File: config.mk
export PLATFORM = sky130hd
export DESIGN_NAME = id_ex_stage
export DESIGN_NICKNAME = d
export VERILOG_FILES = /design/src/rtl/pipe_pkg.sv /design/src/rtl/load_use_detect.sv /design/src/rtl/id_ex_stage.sv
export SDC_FILE = /design/constraint.sdc
export NUM_CORES = 1
export LEC_CHECK = 0
export ABC_AREA = 1
export ABC_CLOCK_PERIOD_IN_PS = 1750
export CAP_MARGIN = 20
export CORE_AREA = 5 5 143 145
export DETAILED_ROUTE_END_ITERATION = 16
export DIE_AREA = 0 0 148 150
export GPL_ROUTABILITY_DRIVEN = 0
export HOLD_SLACK_MARGIN = 0.05
export PLACE_DENSITY = 0.69
export SLEW_MARGIN = 15
export SYNTH_ARGS = -nofsm -noshare
export SYNTH_HDL_FRONTEND = slang
export SYNTH_SLANG_ARGS = --single-unit
File: constraint.sdc
create_clock -name clk_i -period 1.75 [get_ports clk_i]
set_input_delay 0.175 -clock clk_i [delete_from_list [all_inputs] [get_ports clk_i]]
set_output_delay 0.175 -clock clk_i [all_outputs]
set_load 0.02 [all_outputs]
File: src/rtl/pipe_pkg.sv
// Shared pipeline definitions: control bundle layout and reset/no-op constants.
package pipe_pkg;

   localparam int unsigned CTRL_W = 8;

   // Bit positions of the control byte as delivered by the decoder.
   localparam int unsigned CTRL_REG_WRITE  = 7;
   localparam int unsigned CTRL_MEM_TO_REG = 6;
   localparam int unsigned CTRL_MEM_READ   = 5;
   localparam int unsigned CTRL_MEM_WRITE  = 4;
   localparam int unsigned CTRL_ALU_SRC    = 3;
   localparam int unsigned CTRL_BRANCH     = 2;
   localparam int unsigned CTRL_ALU_OP_MSB = 1;
   localparam int unsigned CTRL_ALU_OP_LSB = 0;

   typedef struct packed {
      logic       reg_write;
      logic       mem_to_reg;
      logic       mem_read;
      logic       mem_write;
      logic       alu_src;
      logic       branch;
      logic [1:0] alu_op;
   } ctrl_t;

   typedef logic [4:0] reg_idx_t;

   localparam ctrl_t    CTRL_NOP = '0;
   localparam reg_idx_t REG_ZERO = 5'd0;

   // Unpack the raw decoder byte into named fields.
   function automatic ctrl_t ctrl_from_bits(input logic [CTRL_W-1:0] bits);
      ctrl_t c;
      c.reg_write  = bits[CTRL_REG_WRITE];
      c.mem_to_reg = bits[CTRL_MEM_TO_REG];
      c.mem_read   = bits[CTRL_MEM_READ];
      c.mem_write  = bits[CTRL_MEM_WRITE];
      c.alu_src    = bits[CTRL_ALU_SRC];
      c.branch     = bits[CTRL_BRANCH];
      c.alu_op     = bits[CTRL_ALU_OP_MSB:CTRL_ALU_OP_LSB];
      return c;
   endfunction

endpackage

File: src/rtl/load_use_detect.sv
// Load-use hazard detection: a load in EX whose rd is read by the instruction in ID.
module load_use_detect
   import pipe_pkg::*;
(
   input  logic     ex_valid_i,
   input  logic     ex_mem_read_i,
   input  reg_idx_t ex_rd_i,
   input  logic     id_valid_i,
   input  reg_idx_t id_rs1_i,
   input  reg_idx_t id_rs2_i,
   input  logic     id_rs1_used_i,
   input  logic     id_rs2_used_i,
   output logic     hazard_o
);

   logic rs1_match;
   logic rs2_match;

   // x0 never carries a dependence, so a load targeting it is ignored.
   always_comb begin
      rs1_match = id_rs1_used_i && (ex_rd_i == id_rs1_i);
      rs2_match = id_rs2_used_i && (ex_rd_i == id_rs2_i);
      hazard_o  = ex_valid_i && ex_mem_read_i && (ex_rd_i != REG_ZERO) &&
                  (rs1_match || rs2_match) && id_valid_i;
   end

endmodule

File: src/rtl/id_ex_stage.sv
// ID/EX pipeline register with load-use stall generation and a bubble counter.
module id_ex_stage
   import pipe_pkg::*;
#(
   parameter int unsigned XLEN  = 32,
   parameter int unsigned CNT_W = 16
) (
   input  logic              clk_i,
   input  logic              rst_i,
   input  logic              hold_i,
   input  logic              flush_i,
   input  logic              id_valid_i,
   input  logic [4:0]        id_rs1_i,
   input  logic [4:0]        id_rs2_i,
   input  logic [4:0]        id_rd_i,
   input  logic              id_rs1_used_i,
   input  logic              id_rs2_used_i,
   input  logic [XLEN-1:0]   id_rs1_data_i,
   input  logic [XLEN-1:0]   id_rs2_data_i,
   input  logic [XLEN-1:0]   id_imm_i,
   input  logic [9:0]        id_funct_i,
   input  logic [CTRL_W-1:0] id_ctrl_i,
   output logic              ex_valid_o,
   output logic [4:0]        ex_rs1_o,
   output logic [4:0]        ex_rs2_o,
   output logic [4:0]        ex_rd_o,
   output logic [XLEN-1:0]   ex_rs1_data_o,
   output logic [XLEN-1:0]   ex_rs2_data_o,
   output logic [XLEN-1:0]   ex_imm_o,
   output logic [9:0]        ex_funct_o,
   output logic [CTRL_W-1:0] ex_ctrl_o,
   output logic              stall_o,
   output logic [CNT_W-1:0]  bubble_cnt_o
);

   localparam logic [CNT_W-1:0] CNT_MAX = '1;

   logic             ex_valid_q,    ex_valid_d;
   reg_idx_t         ex_rs1_q,      ex_rs1_d;
   reg_idx_t         ex_rs2_q,      ex_rs2_d;
   reg_idx_t         ex_rd_q,       ex_rd_d;
   logic [XLEN-1:0]  ex_rs1_data_q, ex_rs1_data_d;
   logic [XLEN-1:0]  ex_rs2_data_q, ex_rs2_data_d;
   logic [XLEN-1:0]  ex_imm_q,      ex_imm_d;
   logic [9:0]       ex_funct_q,    ex_funct_d;
   ctrl_t            ex_ctrl_q,     ex_ctrl_d;
   logic [CNT_W-1:0] bubble_cnt_q,  bubble_cnt_d;

   logic hazard;
   logic take_bubble;

   load_use_detect u_load_use_detect (
      .ex_valid_i    (ex_valid_q),
      .ex_mem_read_i (ex_ctrl_q.mem_read),
      .ex_rd_i       (ex_rd_q),
      .id_valid_i    (id_valid_i),
      .id_rs1_i      (id_rs1_i),
      .id_rs2_i      (id_rs2_i),
      .id_rs1_used_i (id_rs1_used_i),
      .id_rs2_used_i (id_rs2_used_i),
      .hazard_o      (hazard)
   );

   // A squashed (wrong-path) instruction must never freeze the front end.
   assign stall_o     = hazard & ~flush_i;
   assign take_bubble = flush_i | hazard;

   // Next-state: bubble on flush/hazard (all fields zero so nothing forwards), else capture ID.
   always_comb begin
      ex_valid_d    = 1'b0;
      ex_rs1_d      = REG_ZERO;
      ex_rs2_d      = REG_ZERO;
      ex_rd_d       = REG_ZERO;
      ex_rs1_data_d = '0;
      ex_rs2_data_d = '0;
      ex_imm_d      = '0;
      ex_funct_d    = '0;
      ex_ctrl_d     = CTRL_NOP;
      if (!take_bubble) begin
         ex_valid_d    = id_valid_i;
         ex_rs1_d      = id_rs1_i;
         ex_rs2_d      = id_rs2_i;
         ex_rd_d       = id_rd_i;
         ex_rs1_data_d = id_rs1_data_i;
         ex_rs2_data_d = id_rs2_data_i;
         ex_imm_d      = id_imm_i;
         ex_funct_d    = id_funct_i;
         ex_ctrl_d     = id_valid_i ? ctrl_from_bits(id_ctrl_i) : CTRL_NOP;
      end
   end

   // Count only load-use bubbles, saturating at all-ones.
   always_comb begin
      bubble_cnt_d = bubble_cnt_q;
      if (stall_o && (bubble_cnt_q != CNT_MAX)) begin
         bubble_cnt_d = bubble_cnt_q + 1'b1;
      end
   end

   // State update; hold freezes the whole stage including the counter.
   always_ff @(posedge clk_i or negedge rst_i) begin
      if (!rst_i) begin
         ex_valid_q    <= 1'b0;
         ex_rs1_q      <= REG_ZERO;
         ex_rs2_q      <= REG_ZERO;
         ex_rd_q       <= REG_ZERO;
         ex_rs1_data_q <= '0;
         ex_rs2_data_q <= '0;
         ex_imm_q      <= '0;
         ex_funct_q    <= '0;
         ex_ctrl_q     <= CTRL_NOP;
         bubble_cnt_q  <= '0;
      end else if (!hold_i) begin
         ex_valid_q    <= ex_valid_d;
         ex_rs1_q      <= ex_rs1_d;
         ex_rs2_q      <= ex_rs2_d;
         ex_rd_q       <= ex_rd_d;
         ex_rs1_data_q <= ex_rs1_data_d;
         ex_rs2_data_q <= ex_rs2_data_d;
         ex_imm_q      <= ex_imm_d;
         ex_funct_q    <= ex_funct_d;
         ex_ctrl_q     <= ex_ctrl_d;
         bubble_cnt_q  <= bubble_cnt_d;
      end
   end

   assign ex_valid_o    = ex_valid_q;
   assign ex_rs1_o      = ex_rs1_q;
   assign ex_rs2_o      = ex_rs2_q;
   assign ex_rd_o       = ex_rd_q;
   assign ex_rs1_data_o = ex_rs1_data_q;
   assign ex_rs2_data_o = ex_rs2_data_q;
   assign ex_imm_o      = ex_imm_q;
   assign ex_funct_o    = ex_funct_q;
   assign ex_ctrl_o     = ex_ctrl_q;
   assign bubble_cnt_o  = bubble_cnt_q;

endmodule
==> results.md, run 1 <==
* Worst Hold Class: primary input to asynchronous set/reset pin
* Initial antenna violation count at 2
* Final Hold Viols at 0
* DR WL/cell at 17.5 um
* First drt pass iteration count at 5
* Outcome: complete, but fails checks
* Worst VDD drop at 0.652 mV
* Worst Tran Pin Value at 0.574 ns
* Ys flop type: dfrtp_1
* Total die area at 0.0222 sq mm
* Num rows at 51
* Power Total at 0.00929 W
* Fmax at 550 MHz
* Crit path max fanout at 15
* Final net count at 1,208
* Worst-Skew Late Latency at 0.42 ns
* Core Footprint at 0.0191 sq mm
* DRC Markers at 0
* N_diodes at 0
* Final ANT Viol Nets at 0
* P&R area growth vs syn at 68.0%
* Sequential area share after synthesis at 55.8%
* Netlist cell types at 26
* Clock skew at 0.00753 ns
* WS Path Type: flop to flop
* Fin Setup TNS at -3.52 ns
* First-pass GRT wire length at 35,200 um
* Routed wire length at 23,100 um
* CTS buffer count at 17
* Reg clk slew, reported paths at 0.07 ns
* DIE HEIGHT at 150 um
* Async SR Flop Fraction at 100%
* Worst path arrival time at 2.18 ns
* Yosys warnings at 0
* Synth Area in Simple Gates at 33.9%
* Vias in the first global route at 6,360
* Pin count of the biggest net entering global routing at 93
* Gr usage total at 20.1%
* Final Critical Period at 1.82 ns
* Setup WS pre-CTS at -0.415 ns
* Synth Area per Inst at 8.54 sq um
* Synthesized area at 0.00655 sq mm
* Fin util at 57.7%
* RSZ-0062 raised after global routing: true
* Setup WS post-layout at -0.0693 ns
* Worst setup SP type: flop
* Synth area leaders: dfrtp_1, nand2_1, nand3_1
* CTS tree: built
* Fill cells at 1,657
* HPWL Detailed at 14,600 um
* Overflow after GRT at 0
* DR iter-0 viols at 329
* Synth Instances at 767
* Count leader, synth: nand2_1
* IO buf count at 282
* Leak pwr at 5.39 nW
* Clk sinks at 146
* Max-Cap Viols at 0
* I/O Pins at 283
* Layout cells sized above 1 at 15.7%
* Adder-Cell Fraction of Synth Area at 0.191%
* Initial Util at 34.3%
* Post-synth EDFFs at 0
* Die span in x at 148 um
* Top cell type's share of synthesized area at 55.8%
* CTS root buffer: clkbuf_16
* Final setup fails at 109
* DR vias at 6,361
* H-tree levels at 4
* Reg2reg setup slack at -0.07 ns
* Xor/xnor cell area share of the yosys netlist at 1.74%
* Synth area leader: dfrtp_1
* Period Utilization, post-route at 104%
* Post-synth top cells: nand2_1, dfrtp_1, nand3_1
* Final Slew Violations at 0
* Yosys reg bits at 146
* Worst endpoint required time at 2.11 ns
* Failing checks: negative setup slack
* Largest family of logic cells by synthesized area: simple AND/OR/NAND/NOR gates
* DR vias/cell at 4.81
* Post-synthesis mux area share at 0%
* Crit. End Element: flop
* CTS Buffer Depth at 2
* Net count after synthesis at 904
* PwrDens at 844 mW/mm^2
* Slew margin rel. at 61.7%
* Synth Area in Compound Gates at 2.54%
[area by class of cell]
cell class,instances,area [sq um],area share (%)
clock buffers,19,433,3.93
clock inverters,13,153,1.39
inverters,37,141,1.28
multi-input cells,536,2820,25.6
flip-flops and latches,146,3650,33.2
well taps,238,298,2.71
repair buffers,333,3510,31.9
[stage by stage]
stage | hold slack (ns) | std cells | area [sq um]
2_1_floorplan | -0.121 | 767 | 6550
3_3_place_gp | 0.0126 | 1272 | 9780
3_5_place_dp | 0.0151 | 1272 | 9780
4_1_cts | 0.130 | 1319 | 10700
5_1_grt | 0.161 | 1322 | 11000
6_report | 0.151 | 1322 | 11000
[worst paths after layout]
check                             startpoint                 to  cells past startpoint
setup / recovery                  ex_rd_o[0]       ex_imm_o[13]                     11
hold / removal                         rst_i    bubble_cnt_o[5]                      2
setup reg to reg                  ex_rd_o[0]       ex_imm_o[13]                     11
hold reg to reg            ex_rs2_data_o[23]  ex_rs2_data_o[23]                      2
max in group asynchronous              rst_i       ex_imm_o[22]                      3
min in group clk_i                    hold_i       ex_ctrl_o[5]                      3
[report_power, final]
group | internal, W | switching (W)
logic | 0.000933 | 0.000954
clock network | 0.00213 | 0.00154
registers | 0.00360 | 0.000130
[placed cells by master, fill, tap and decap left out, drive strengths merged]
cell type and instances:
nor2 18, nor4 1, dlymetal6s2s 2, buf 50, bufinv 2, xor2 13
dlygate4sd3 1, inv 42, clkinv 1, dfrtp 146, nand2 313, clkbuf 22
o21ai 6, o21bai 16, clkdlybuf4s50 273, ha 1, dlygate4sd2 4, nand4 1
a21oi 1, clkinvlp 5, nor3 8, nand3 158
[metal layers]
layer / up-vias / GRT usage (%) / wire [um]
li1: 3068 / - / -
met1: 3058 / 25.6 / 9580
met2: 200 / 33.6 / 11700
met3: 31 / 5.15 / 1370
met4: 4 / 6.28 / 413
met5: - / 0 / 34
[sequential cells by signal (all words and copies together), names as in the netlist, 5 cells and up]
register / count
ex_imm_o: 32
ex_ctrl_o: 8
ex_rs2_o: 5
ex_rs1_data_o: 32
ex_funct_o: 10
ex_rs2_data_o: 32
ex_rs1_o: 5
bubble_cnt_o: 16
ex_rd_o: 5
[what timing repair did]
item / in CTS / in global routing
gates resized for setup: 33 / 67
endpoints found under the hold margin: 146 / 0
setup buffers: 8 / 2
hold buffers: 1 / 0
gates cloned: 6 / 3
pin swaps: 4 / 39
setup endpoints to repair: 142 / 149
[critical path, cell delays in order (launching register included)]
cell and delay (ns):
dfrtp_1 0.43, buf_6 0.15, nor2_2 0.12, nor2_2 0.05, nand3_2 0.08, nand2_4 0.06, buf_6 0.13, a21oi_4 0.19
buf_4 0.20, clkbuf_16 0.19, nand3_1 0.07, nand2_1 0.08
[logic make-up (layout without fill, tap and decap cells)]
logic type                 after synthesis  count (layout)
and+or+nand+nor                        499             499
buffers and inverters                   85             402
DFF                                    146             146
adders and majority gates                1               1
xor gates and xnor gates                13              13
AOI/OAI and AO/OA                       23              23
Power figures use the tool's default switching activity.
==> run 2: changes to the inputs <==
--- a/config.mk
+++ b/config.mk
@@ -8,11 +8,11 @@
 export ABC_AREA = 1
 export ABC_CLOCK_PERIOD_IN_PS = 1750
 export CAP_MARGIN = 20
-export CORE_AREA = 5 5 143 145
+export CORE_AREA = 2 2 140 142
+export CTS_CLUSTER_SIZE = 25
 export DETAILED_ROUTE_END_ITERATION = 16
-export DIE_AREA = 0 0 148 150
+export DIE_AREA = 0 0 142 144
 export GPL_ROUTABILITY_DRIVEN = 0
-export HOLD_SLACK_MARGIN = 0.05
 export PLACE_DENSITY = 0.69
 export SLEW_MARGIN = 15
 export SYNTH_ARGS = -nofsm -noshare
==> run 2 against run 1 <==
  * Routed wire length decreased by 7.9%
  * Sequential power about the same
  * The run still ends with negative setup slack left
  * Final cell count increased by 1.1%
  * Critical endpoint is now ex_rs1_data_o[0]
==> results.md, run 2 (synthesis gave the netlist of run 1 again) <==
* Fmax at 541 MHz (-1.7%)
* DRC Markers at 0 (unchanged)
* CTS Buffer Depth at 2 (unchanged)
* Leak pwr at 5.48 nW (+1.6%)
* Crit. End Element: flop
* Reg clk slew, reported paths at 0.06 ns (about the same)
* Fin util at 58.8% (+1.1 points)
* Gr busiest metal: met2
* Final setup fails at 126 (+16%)
* Final Critical Period at 1.85 ns (+0.0305 ns)
* First drt pass iteration count at 4 (-1)
* Gr usage total at 19.8% (-0.28 points)
* P&R area growth vs syn at 71.3%
* Final ANT Viol Nets at 0 (unchanged)
* Clk sinks at 146 (unchanged)
* Worst Tran Pin Value at 0.572 ns (-0.00281 ns)
* Final net count at 1,222 (+1.2%)
* Most frequent cells in the layout: nand2_1, clkdlybuf4s50_1, dfrtp_1, nand3_1, nand3_2
* DR iter-0 viols at 274 (-17%)
* DR vias/cell at 4.76 (-1.0%)
* DR vias at 6,368 (+0.11%)
* IO buf count at 282 (unchanged)
* Worst path arrival time at 2.20 ns (+0.02 ns)
* DR WL/cell at 15.9 um (-8.9%)
* Routed wire length at 21,300 um (-7.9%)
* Fill cells at 1,672 (+0.91%)
* Worst-Skew Late Latency at 0.41 ns (about the same)
* Overflow after GRT at 0 (unchanged)
* PwrDens at 818 mW/mm^2 (-3.0%)
* Most common cell after layout, fill and taps aside: nand2_1
* Total die area at 0.0204 sq mm (-7.9%)
* Failing checks: negative setup slack
* Layout cells sized above 1 at 18.9% (+3.2 points)
* DIE HEIGHT at 144 um (-4.0%)
* Slew margin rel. at 61.9% (+0.19 points)
* Num rows at 51 (unchanged)
* Worst Hold Class: primary input to flop
* CP max stage cell: dfrtp_2
* Crit path max-delay family: buffers and inverters
* Worst VDD drop at 0.691 mV (+6.0%)
* Crit-path max cell delay at 0.46 ns (+0.03 ns)
* Worst endpoint required time at 2.10 ns (about the same)
* Crit path max fanout at 4 (-11)
* M3 GR Usage at 5.00% (-0.15 points)
* I/O Pins at 283 (unchanged)
* CTS buffer count at 17 (unchanged)
* CTS tree: built
* Core Footprint at 0.0191 sq mm (unchanged)
* HPWL Detailed at 14,400 um (-1.4%)
* RSZ-0062 raised after global routing: true
* Clock skew at 0.00695 ns (-0.000580 ns)
* Setup WS pre-CTS at -0.393 ns (+0.0217 ns)
* WS Path Type: flop to flop
* Vias in the first global route at 6,143 (-3.4%)
* Worst setup SP type: flop
* Grt met1 use at 25.6% (-0.069 points)
* Final Slew Violations at 0 (unchanged)
* Area occupied by multi-input gates at 0.00287 sq mm (+1.9%)
* CP Buf/Inv Count at 5 (+1)
* Max-Cap Viols at 0 (unchanged)
* Fin Setup TNS at -5.53 ns (-2.00 ns)
* Outcome: complete, but fails checks
* H-tree levels at 4 (unchanged)
* Setup WS post-layout at -0.0999 ns (-0.0305 ns)
* M2 GR Usage at 32.9% (-0.71 points)
* Most used cell, CP: nand2_1
* First-pass GRT wire length at 31,900 um (-9.3%)
* Die span in x at 142 um (-4.1%)
* Final Hold Viols at 0 (unchanged)
* Period Utilization, post-route at 106% (+1.7 points)
* Register area at 0.00365 sq mm (about the same)
* Critical-path cell list: inv_4 -> nand2_1 -> nand2_1 -> nor2_2 -> nand3_2 -> nand2_4 -> buf_6 -> a21oi_4 -> buf_12 -> buf_12 -> buf_6 -> nand3_2 -> nand2_1
* Pin count of the biggest net entering global routing at 88 (-5.4%)
* Initial Util at 34.3% (unchanged)
* Initial antenna violation count at 3 (+1)
* CTS root buffer: clkbuf_16
run 2: cell count changes in the layout (fill, tap and decap cells not counted), moves of 5 or more:
cell and delta:
buf_6 +5, nand3_2 +24, nand3_4 -5, buf_16 -5, buf_12 +9, nand3_1 -19
run 2: repair_timing:
action,4_1_cts,5_1_grt
hold buffers,1,0
setup buffers,3,13
gates cloned,0,5
pin swaps,1,37
setup endpoints to repair,146,149
gates resized for setup,19,97
endpoints found under the hold margin,146,0
run 2: area by class of cell:
cell class | instances | share of cell area [%]
timing repair buffer | 347 | 32.8
sequential | 146 | 32.6
multi-input combinational | 536 | 25.6
clock buffer | 19 | 3.95
tap | 238 | 2.65
inverter | 37 | 1.28
clock inverter | 13 | 1.15
antenna | 1 | 0.0223
run 2: worst paths after layout:
kind                              from                 to  slack [ns]  cells past startpoint
setup / recovery            ex_rd_o[1]   ex_rs1_data_o[0]        -0.1                     13
hold / removal                  hold_i  ex_rs1_data_o[24]        0.07                      3
setup reg to reg            ex_rd_o[1]   ex_rs1_data_o[0]        -0.1                     13
hold reg to reg            ex_rs2_o[2]        ex_rs2_o[2]        0.47                      2
max in group asynchronous        rst_i    bubble_cnt_o[2]        0.98                      3
min in group asynchronous        rst_i  ex_rs2_data_o[17]        0.31                      3
run 2: where the power goes:
| part | leakage, nW | total [W] | switching, W | internal [W] |
|---|---|---|---|---|
| Clock | 0.257 | 0.00355 | 0.00153 | 0.00202 |
| Combinational | 3.38 | 0.00190 | 0.000940 | 0.000958 |
| Sequential | 1.84 | 0.00373 | 0.000130 | 0.00360 |
| Total | 5.48 | 0.00918 | 0.00260 | 0.00658 |
run 2: per-stage QoR:
stage               std cells  total power [W]  hold slack [ns]  instance area (sq um)
detailed placement       1282          0.00555            0.185                   9950
floorplan                 767          0.00446           -0.121                   6550
global placement         1282          0.00553            0.184                   9950
CTS                      1318          0.00915           0.0560                  10600
finish                   1337          0.00918           0.0728                  11200
global route             1336          0.00959           0.0632                  11200
run 2: per-layer routing:
layer,up-vias,wire (um)
met2,190,10500
met4,4,383
li1,3092,-
met1,3055,9170
met3,27,1200
met5,-,35
run 2: worst reg2reg max path, delay by kind of cell (launching register included):
| family | cells | cell delay (ns) |
|---|---|---|
| buffers and inverters | 5 | 0.61 |
| AOI/OAI and AO/OA | 1 | 0.25 |
| and+or+nand+nor | 7 | 0.47 |
| DFF | 1 | 0.46 |
